## src/rtl/regfile_pkg.sv

```systemverilog
// Shared constants and FSM state type for the register-file dump reader.
// The defaults describe a 64-bit, 32-entry architectural register file.
package regfile_pkg;
  localparam int XLEN       = 64;
  localparam int NREGS      = 32;
  localparam int REG_ADDR_W = $clog2(NREGS);

  typedef enum logic [1:0] {
    IDLE = 2'd0,
    READ = 2'd1,
    SEND = 2'd2,
    DONE = 2'd3
  } dumpState_t;
endpackage

```

## src/rtl/regfile_dump_reader_if.sv

```systemverilog
// Output beat stream of the dump reader: one register (index, value, last flag) per handshake.
// The master drives the beat; the slave applies backpressure with out_ready.
interface regfile_dump_reader_if #(
  parameter int XLEN   = 64,
  parameter int ADDR_W = 5
);
  logic              out_valid;
  logic              out_ready;
  logic [ADDR_W-1:0] out_addr;
  logic [XLEN-1:0]   out_data;
  logic              out_last;

  modport master (output out_valid, out_addr, out_data, out_last, input out_ready);
  modport slave  (input out_valid, out_addr, out_data, out_last, output out_ready);
endinterface

```

## src/rtl/lowest_set_finder.sv

```systemverilog
// Picks the lowest set bit of a register mask, returning its index, its one-hot form,
// and whether any other (necessarily higher) bit remains set.
module lowest_set_finder #(
  parameter int NREGS = 32,
  localparam int AW   = $clog2(NREGS)
) (
  input  logic [NREGS-1:0] mask,
  output logic [AW-1:0]    lowIdx,
  output logic [NREGS-1:0] lowOneHot,
  output logic             anyHigher
);
  import regfile_pkg::*;

  // Two's-complement trick isolates the lowest set bit in one adder.
  assign lowOneHot = mask & (~mask + {{(NREGS-1){1'b0}}, 1'b1});
  assign anyHigher = |(mask & ~lowOneHot);

  for (genvar gi = 0; gi < AW; gi++) begin : gEncode
    logic [NREGS-1:0] sel;
    for (genvar gj = 0; gj < NREGS; gj++) begin : gSel
      assign sel[gj] = (((gj >> gi) & 1) == 1) ? lowOneHot[gj] : 1'b0;
    end
    assign lowIdx[gi] = |sel;
  end
endmodule

```

## src/rtl/regfile_dump_reader.sv

```systemverilog
// Streams register-file contents out one beat per register, either the full file or only
// registers written since they were last dumped (tracked by snooping the write port).
module regfile_dump_reader #(
  parameter int XLEN  = regfile_pkg::XLEN,
  parameter int NREGS = regfile_pkg::NREGS
) (
  input  logic                     clk,
  input  logic                     rst_n,
  input  logic                     start,
  input  logic                     dirty_only,
  input  logic                     wr_en,
  input  logic [$clog2(NREGS)-1:0] wr_addr,
  output logic [$clog2(NREGS)-1:0] rf_addr,
  input  logic [XLEN-1:0]          rf_data,
  regfile_dump_reader_if.master    outIf,
  output logic                     busy,
  output logic                     done
);
  import regfile_pkg::*;

  localparam int AW = $clog2(NREGS);

  dumpState_t       stateReg, stateNext;
  logic [NREGS-1:0] liveMask, liveNext;
  logic [NREGS-1:0] scanMask, scanNext;
  logic [NREGS-1:0] setVec, clrVec, lowOneHot;
  logic [AW-1:0]    lowIdx;
  logic             anyHigher;
  logic [AW-1:0]    outAddrReg, outAddrNext;
  logic [XLEN-1:0]  outDataReg, outDataNext;
  logic             outLastReg, outLastNext;

  lowest_set_finder #(.NREGS(NREGS)) uFinder (
    .mask      (scanMask),
    .lowIdx    (lowIdx),
    .lowOneHot (lowOneHot),
    .anyHigher (anyHigher)
  );

  // x0 is hardwired, so writes to it never mark anything dirty.
  for (genvar gi = 0; gi < NREGS; gi++) begin : gSnoop
    assign setVec[gi] = (gi != 0) && wr_en && (wr_addr == AW'(gi));
  end

  // A write landing on the same edge that reads the register must keep it dirty.
  assign liveNext = (liveMask & ~clrVec) | setVec;

  always_ff @(posedge clk or negedge rst_n) begin
    if (!rst_n) begin
      stateReg   <= IDLE;
      liveMask   <= '0;
      scanMask   <= '0;
      outAddrReg <= '0;
      outDataReg <= '0;
      outLastReg <= 1'b0;
    end else begin
      stateReg   <= stateNext;
      liveMask   <= liveNext;
      scanMask   <= scanNext;
      outAddrReg <= outAddrNext;
      outDataReg <= outDataNext;
      outLastReg <= outLastNext;
    end
  end

  always_comb begin
    stateNext   = stateReg;
    scanNext    = scanMask;
    clrVec      = '0;
    outAddrNext = outAddrReg;
    outDataNext = outDataReg;
    outLastNext = outLastReg;
    case (stateReg)
      IDLE: begin
        if (start) begin
          scanNext  = dirty_only ? liveMask : '1;
          stateNext = (dirty_only && (liveMask == '0)) ? DONE : READ;
        end
      end
      READ: begin
        outAddrNext = lowIdx;
        outDataNext = rf_data;
        outLastNext = !anyHigher;
        scanNext    = scanMask & ~lowOneHot;
        clrVec      = lowOneHot;
        stateNext   = SEND;
      end
      SEND: begin
        if (outIf.out_ready) stateNext = outLastReg ? DONE : READ;
      end
      DONE: stateNext = IDLE;
      default: stateNext = IDLE;
    endcase
  end

  assign rf_addr         = (stateReg == READ) ? lowIdx : '0;
  assign outIf.out_valid = (stateReg == SEND);
  assign outIf.out_addr  = outAddrReg;
  assign outIf.out_data  = outDataReg;
  assign outIf.out_last  = outLastReg;
  assign busy            = (stateReg != IDLE);
  assign done            = (stateReg == DONE);
endmodule

```

## src/flat_wrapper.sv

```systemverilog
// flat-port wrapper written by rule: the top's interface ports become plain ports
module regfile_dump_reader_flat import regfile_pkg::*;
#(
  parameter int XLEN  = regfile_pkg::XLEN,
  parameter int NREGS = regfile_pkg::NREGS
)
  (clk, rst_n, start, dirty_only, wr_en, wr_addr, rf_addr, rf_data, busy, done, outIf_out_valid, outIf_out_addr, outIf_out_data, outIf_out_last, outIf_out_ready);
  regfile_dump_reader_if #(.XLEN(XLEN), .ADDR_W(5)) outIf_i ();
  input  logic clk;
  input  logic rst_n;
  input  logic start;
  input  logic dirty_only;
  input  logic wr_en;
  input  logic [$clog2(NREGS)-1:0] wr_addr;
  output logic [$clog2(NREGS)-1:0] rf_addr;
  input  logic [XLEN-1:0] rf_data;
  output logic busy;
  output logic done;
  output wire logic [$bits(outIf_i.out_valid)-1:0] outIf_out_valid;
  output wire logic [$bits(outIf_i.out_addr)-1:0] outIf_out_addr;
  output wire logic [$bits(outIf_i.out_data)-1:0] outIf_out_data;
  output wire logic [$bits(outIf_i.out_last)-1:0] outIf_out_last;
  input wire logic [$bits(outIf_i.out_ready)-1:0] outIf_out_ready;
  assign outIf_out_valid = outIf_i.out_valid;
  assign outIf_out_addr = outIf_i.out_addr;
  assign outIf_out_data = outIf_i.out_data;
  assign outIf_out_last = outIf_i.out_last;
  assign outIf_i.out_ready = outIf_out_ready;
  regfile_dump_reader #(.XLEN(XLEN), .NREGS(NREGS)) u_core (.clk(clk), .rst_n(rst_n), .start(start), .dirty_only(dirty_only), .wr_en(wr_en), .wr_addr(wr_addr), .rf_addr(rf_addr), .rf_data(rf_data), .outIf(outIf_i), .busy(busy), .done(done));
endmodule
```

## config.mk

```make
export PLATFORM = sky130hd
export DESIGN_NAME = regfile_dump_reader_flat
export DESIGN_NICKNAME = d
export VERILOG_FILES = /design/src/rtl/regfile_pkg.sv /design/src/rtl/regfile_dump_reader_if.sv /design/src/rtl/lowest_set_finder.sv /design/src/rtl/regfile_dump_reader.sv /design/src/flat_wrapper.sv
export SDC_FILE = /design/constraint.sdc
export NUM_CORES = 1
export LEC_CHECK = 0
export ABC_CLOCK_PERIOD_IN_PS = 2100
export CORE_UTILIZATION = 46
export CTS_CLUSTER_DIAMETER = 40
export DETAILED_ROUTE_END_ITERATION = 16
export PLACE_DENSITY = 0.77
export SYNTH_ARGS = -nofsm -noshare
export SYNTH_HDL_FRONTEND = slang
export SYNTH_SLANG_ARGS = --single-unit
export TNS_END_PERCENT = 20
```

## constraint.sdc

```tcl
create_clock -name clk -period 2.1 [get_ports clk]
set_input_delay 0.21 -clock clk [delete_from_list [all_inputs] [get_ports clk]]
set_output_delay 0.21 -clock clk [all_outputs]
set_load 0.02 [all_outputs]
```

### Word-level counts from Yosys, hierarchy flattened

Index checks and enable logic that the tools add are counted.

* word-level logic and storage cells: 105
* input port bits: 75
* output and inout port bits: 78
* flip-flop bits (word level): 136

* bitwise logic cells: 7
* equality and inequality tests: 36
* multiplexer cells: 10
* reduce and logical (&&, ||, !) cells: 45
* add/subtract/negate cells: 1

Operators with widths (count)
* $and A32 B32 Y32: 3
* $mux W32: 3
* $not A32 Y32: 3
* $eq A5 B5 Y1 const B: 16
* $reduce_or A16 Y1: 5
* $pmux W32 S2: 1
* $eq A5 B4 Y1 const B: 8
* $add A32 B1 Y32 const B: 1
* $logic_and A1 B1 Y1: 32
* $logic_not A32 Y1: 1
* $or A32 B32 Y32: 1
* $reduce_or A32 Y1: 1
* $eq A5 B3 Y1 const B: 4
* $eq A5 B2 Y1 const B: 2
* $mux W2: 4
* $pmux W2 S4: 1
* $eq A5 B1 Y1 const B: 1
* $mux W5: 1
* $eq A2 B2 Y1 const B: 2
* $reduce_and A2 Y1: 2
* $reduce_bool A2 Y1: 2
* $eq A2 B1 Y1 const B: 1
* $logic_not A2 Y1: 1
* $ne A2 B1 Y1 const B: 1
* other kinds (2): 2

### Logic depth before layout (Yosys ltp)

* word-level depth: 7
* mapped depth: 8
* mapped depth without buffers: 6

### Hierarchy

Synthesis repeated with hierarchy kept, for this count alone.

* cell total of the unflattened synthesis: 568
* area, all modules: 6526.3 um^2

By module, submodules not included
* regfile_dump_reader: cells each 407, times used 1, area an instance 5496.5 um^2, sequential area each 3403.3 um^2
* lowest_set_finder: cells each 161, times used 1, area an instance 1029.7 um^2, sequential area each 0.0 um^2

### Least setup slack after synthesis

No wires, ideal clock.

* kind: reg2out
* from: register u_core.scanMask[14]
* to: output port rf_addr[3]
* data required time: 1890 ps
* data arrival time: 2292 ps
* path slack: -402 ps
* cell stages (with the launch flop): 8
* buffers on the path: 1
* path through: dfrtp_1 clkbuf_1 nor4_1 nand4_2 or4_1 o21a_1 and2_1 a21oi_1

* longest elaborated chain between the ends: 5

Ends and longest elaborated chain
* start, declared: RTL line regfile_dump_reader.sv:25 `logic [NREGS-1:0] scanMask, scanNext;`
* start signal, assigned: RTL line regfile_dump_reader.sv:59 `scanMask <= scanNext;`
* $not A32 Y32: RTL line lowest_set_finder.sv:15 `assign lowOneHot = mask & (~mask + {{(NREGS-1){1'b0}}, 1'b1});`
* $add A32 B1 Y32: RTL line lowest_set_finder.sv:15
* $and A32 B32 Y32 (*): RTL line lowest_set_finder.sv:15
* $reduce_or A16 Y1 (*): RTL line lowest_set_finder.sv:23 `assign lowIdx[gi] = |sel;`
* $mux W5 (*): RTL line regfile_dump_reader.sv:96 `assign rf_addr = (stateReg == READ) ? lowIdx : '0;`
* end, declared: RTL line flat_wrapper.sv:15 `output logic [$clog2(NREGS)-1:0] rf_addr;`

Mark *: on every way between the ends. The rest lies on a longest branch, timed or not.

### Worst setup path in the final report

* from: register u_core.scanMask[2]
* to: output port rf_addr[3]

* longest elaborated chain between the ends: 5

Ends and longest elaborated chain (RTL line)
* $not A32 Y32: lowest_set_finder.sv:15
* $add A32 B1 Y32: lowest_set_finder.sv:15
* $and A32 B32 Y32: lowest_set_finder.sv:15
* $reduce_or A16 Y1: lowest_set_finder.sv:23
* $mux W5: regfile_dump_reader.sv:96

Every way passes these cells.

==> summary.md <==
The flow ran to the end, but the final reports show violations. The checks that failed: negative setup slack. The logs give 6931 for the total via count after detailed routing and 4 for the maximum level of the CTS H-tree. Relative to the synthesized area, the layout overhead comes to 53.38%.

The run gives 0 as the number of antenna violations at the first check in global routing. Data on the critical path is required at its endpoint by 1.89 ns. The first TritonRoute pass finished after 5 iterations. Main combinational cell family by area after synthesis: simple AND/OR/NAND/NOR gates.

The first global-routing pass estimated 34800 um of wire. The average via count per standard cell was 5.545; the complex-gate fraction of the synthesized area was 15.58%. In the final routed layout, each cell accounts on average for 18.30 um.

For the count of routing violations after the opening detailed-route iteration, the log shows 571. Total power for the finished layout comes to 0.01456 W. The logs give 0 for the antenna diode count and 361.6 MHz for the upper clock frequency limit. The worst pin sits at a relative slew slack of 65.98%. TritonCTS built the clock tree.

In this run the horizontal extent of the chip is 122.6 um. The number of synthesized register bits is 136, and the number of placed I/O pins is 153. For the total number of clock tree sinks, the log shows 136. At the pin with the least slew margin, the transition time is 0.5104 ns. In the final layout, the share of cells above drive strength 1 is 22.34%. The logs give 16820 um for the placed wire-length estimate after detailed placement and 47.65% for the initial core utilization. The setup clock skew after layout was 0.009107 ns; the number of port buffers was 152. At the end of routability-driven placement, the weighted congestion stood at 1.015. Number of cell rows: 43. For this design the total switching power over the nets is 0.005887 W. Across every metal layer, demand over resource in global routing totals 31.21%. The logs give 2 for the maximum number of buffers from clock root to sink and 4.608 nW for the leakage power summed over all cells. Ranked by instance count, the synthesized netlist is headed by nand2_1, dfrtp_1, o21ai_0. The utilization of the core after routing is 73.09%. Summing the areas of all fa, ha and maj instances in the mapped netlist gives 0% of the synthesized area. For this run the aggregate overflow at the end of global routing stands at 0. The tools report the worst setup slack after layout as -0.6653 ns.

The worst setup path is launched from a flop. For the total core area, the log shows 14040 um2. In the synthesized netlist, mux cells make up 0.1496% of the area.

The die covers 15030 um2. The number of routed nets with antenna violations is 0, and the clock power share is 20.6%. The path class of the tightest hold or removal check is in2async. Post-synthesis cell type with the largest combined area: dfrtp_1. The part of the total power dissipated in sequential elements was 30.5%. Setup repair after global routing could not meet its margin everywhere. Leading register cell type out of synthesis: dfrtp_1.

The synthesized design contains 0 enable-type register cells. The via count of the first global-routing pass came out at 6522. Combinational power share: 48.9%.

CTS placed an instance of clkbuf_16 at the clock tree root. The most common cell in the synthesized netlist is nand2_1. The post-route fraction of the period consumed by the critical path is 131.7%, and the worst hold-check slack is 0.2842 ns.

The synthesized netlist devotes 29.45% of its cell area to simple gates. The number of remaining DRC errors is 0. Clock tree synthesis inserted a total of 17 buffers.

The worst path needs 2.765 ns of the cycle, external delays included. Dividing the synthesized area by the synthesized cell count gives 8.427 um2. Entering global routing, the biggest net connects 79 pins.

The tools report the total wirelength of the detailed-routed design as 22870 um. Of all nets on the critical path, the largest fanout is 5. Net switching is 40.43% of the power. Counting every net in the synthesized netlist gives 869.

The logs give 0 for the final-report hold violation count and 0 for the number of pins with negative max-slew slack in the final report. The Yosys step of the flow raised 0 warnings. The critical path arrival was 2.56 ns; the post-synthesis async set-or-reset flop share was 100.0%. From bottom edge to top edge, the die measures 122.6 um. The setup path with the least slack is of type reg2out.

In this run the biggest area consumer among cell types represents 50.86% of the synthesized area. The kind of end point of the critical path was a primary output. The tools report the synthesized instance count as 794. Across the VDD grid, the largest voltage drop is 0.7150 mV. After synthesis, the netlist uses 61 different library cells. The post-CTS clock slew at the launch and capture registers of the worst setup and hold paths is 0.06 ns, and the count of nets after finishing is 1134. After synthesis, the cell types taking the most area are dfrtp_1, nand2_1, o21ai_0, nor2b_1, clkbuf_1. The sequential element share of the synthesized area is 50.86%, and the max capacitance violation total is 0. The synthesized netlist occupies a cell area of 6691 um2.

The later pin in the worst-skew pair is clocked with a latency of 0.43 ns. The pre-CTS setup slack came out at -0.7206 ns. For this design the ratio of total power to cell area is 1419 nW/um2. Internal power comes to 0.008674 W. Final count of negative-setup-slack endpoints: 14. XOR/XNOR share of the synthesized area: 0%.
[worst max-delay path, cell delays in order (launching register included)]
cell and delay [ns]:
dfrtp_1 0.41, nor4_4 0.37, nand2_1 0.13, buf_4 0.18, buf_4 0.15, a2111o_1 0.29, o211a_1 0.16, nor3b_2 0.18
a21oi_4 0.13, buf_6 0.13
[worst paths after layout]
path                       cells after the start  slack (ns)                                    end                                   from
max                                            9       -0.67                             rf_addr[3]         u_core.scanMask[2]$_DFFE_PN0P_
min                                            2        0.28          u_core.liveMask[25]$_DFF_PN0_                                  rst_n
max reg2reg                                    9       -0.49      u_core.outIf.out_last$_DFFE_PN0P_         u_core.scanMask[2]$_DFFE_PN0P_
min reg2reg                                    2        0.47  u_core.outIf.out_data[41]$_DFFE_PN0P_  u_core.outIf.out_data[41]$_DFFE_PN0P_
max in group asynchronous                      3        1.06   u_core.outIf.out_data[6]$_DFFE_PN0P_                                  rst_n
min in group clk                               3        0.31  u_core.outIf.out_data[26]$_DFFE_PN0P_                            rf_data[26]
[power groups by stage]
stage	logic, W	clock network [W]	registers (W)
after floorplan	0.00267	0	0.00516
after global placement	0.00677	0	0.00439
after detailed placement	0.00685	0	0.00445
after CTS	0.00700	0.00304	0.00443
after global routing	0.00768	0.00314	0.00456
final	0.00712	0.00300	0.00445
[kinds of logic (layout without fill, tap and decap cells)]
kind of cell	count (synthesis)	after routing
AO/OA/AOI/OAI	176	176
AND/OR/NAND/NOR	415	415
flip-flops	136	136
multiplexers	1	1
buffers and inverters	66	342
[registers in the layout, indices dropped and copies added (netlist names)]
name and flops:
u_core.outIf.out_addr 5, u_core.outIf.out_data 64, u_core.liveMask 32, u_core.stateReg 2
u_core.outIf.out_last 1, u_core.scanMask 32
[what timing repair did]
| item | 4_1_cts | 5_1_grt |
|---|---|---|
| setup buffers | 5 | 5 |
| hold buffers | 1 | 0 |
| gates resized for setup | 62 | 27 |
| pin swaps | 15 | 7 |
| setup endpoints to repair | 16 | 27 |
| hold endpoints to repair | 48 | 0 |
[metrics by stage]
step,cell area [um2],TNS [ns],cells
after floorplan,6794,-1.065,794
after global placement,9366,-4.736,1211
after detailed placement,9366,-5.012,1211
after CTS,10110,-4.095,1246
after global routing,10260,-5.937,1250
final,10260,-4.244,1250
[layer usage]
| metal | vias to the layer above | wire [um] | part of all wire, % | track usage (%) |
|---|---|---|---|---|
| met5 | - | 0 | 0 | 0 |
| met4 | 0 | 417 | 1.8 | 11.59 |
| met3 | 30 | 1814 | 7.9 | 7.249 |
| met2 | 297 | 10860 | 47 | 49.05 |
| met1 | 3333 | 9778 | 43 | 41.99 |
| li1 | 3271 | - | - | - |
[cells in the final DEF, fill, tap and decap left out, types with 5 or more instances in the layout]
cell type	synthesis	routed
a21oi_1	22	19
buf_4	1	136
buf_6	1	9
clkbuf_16	0	17
clkdlybuf4s50_1	0	145
dfrtp_1	136	134
inv_1	18	18
nand2_1	247	246
nand3_1	22	21
nand4_1	10	10
nor2_1	24	19
nor2b_1	37	36
nor3_1	16	9
nor3_2	2	6
nor4_1	16	10
nor4_4	2	6
o21ai_0	94	86
o21ai_1	2	10
o22ai_1	9	8
o2bb2ai_1	5	5
[area by class of cell]
cell class / instances / area, um2
clock buffer: 18 / 439.2
clock inverter: 12 / 152.6
fill: 1059 / 3779
inverter: 18 / 67.56
multi-input combinational: 592 / 3341
sequential: 136 / 3406
tap: 180 / 225.2
timing repair buffer: 294 / 2633
No activity file was read; power rests on OpenSTA's default activity.
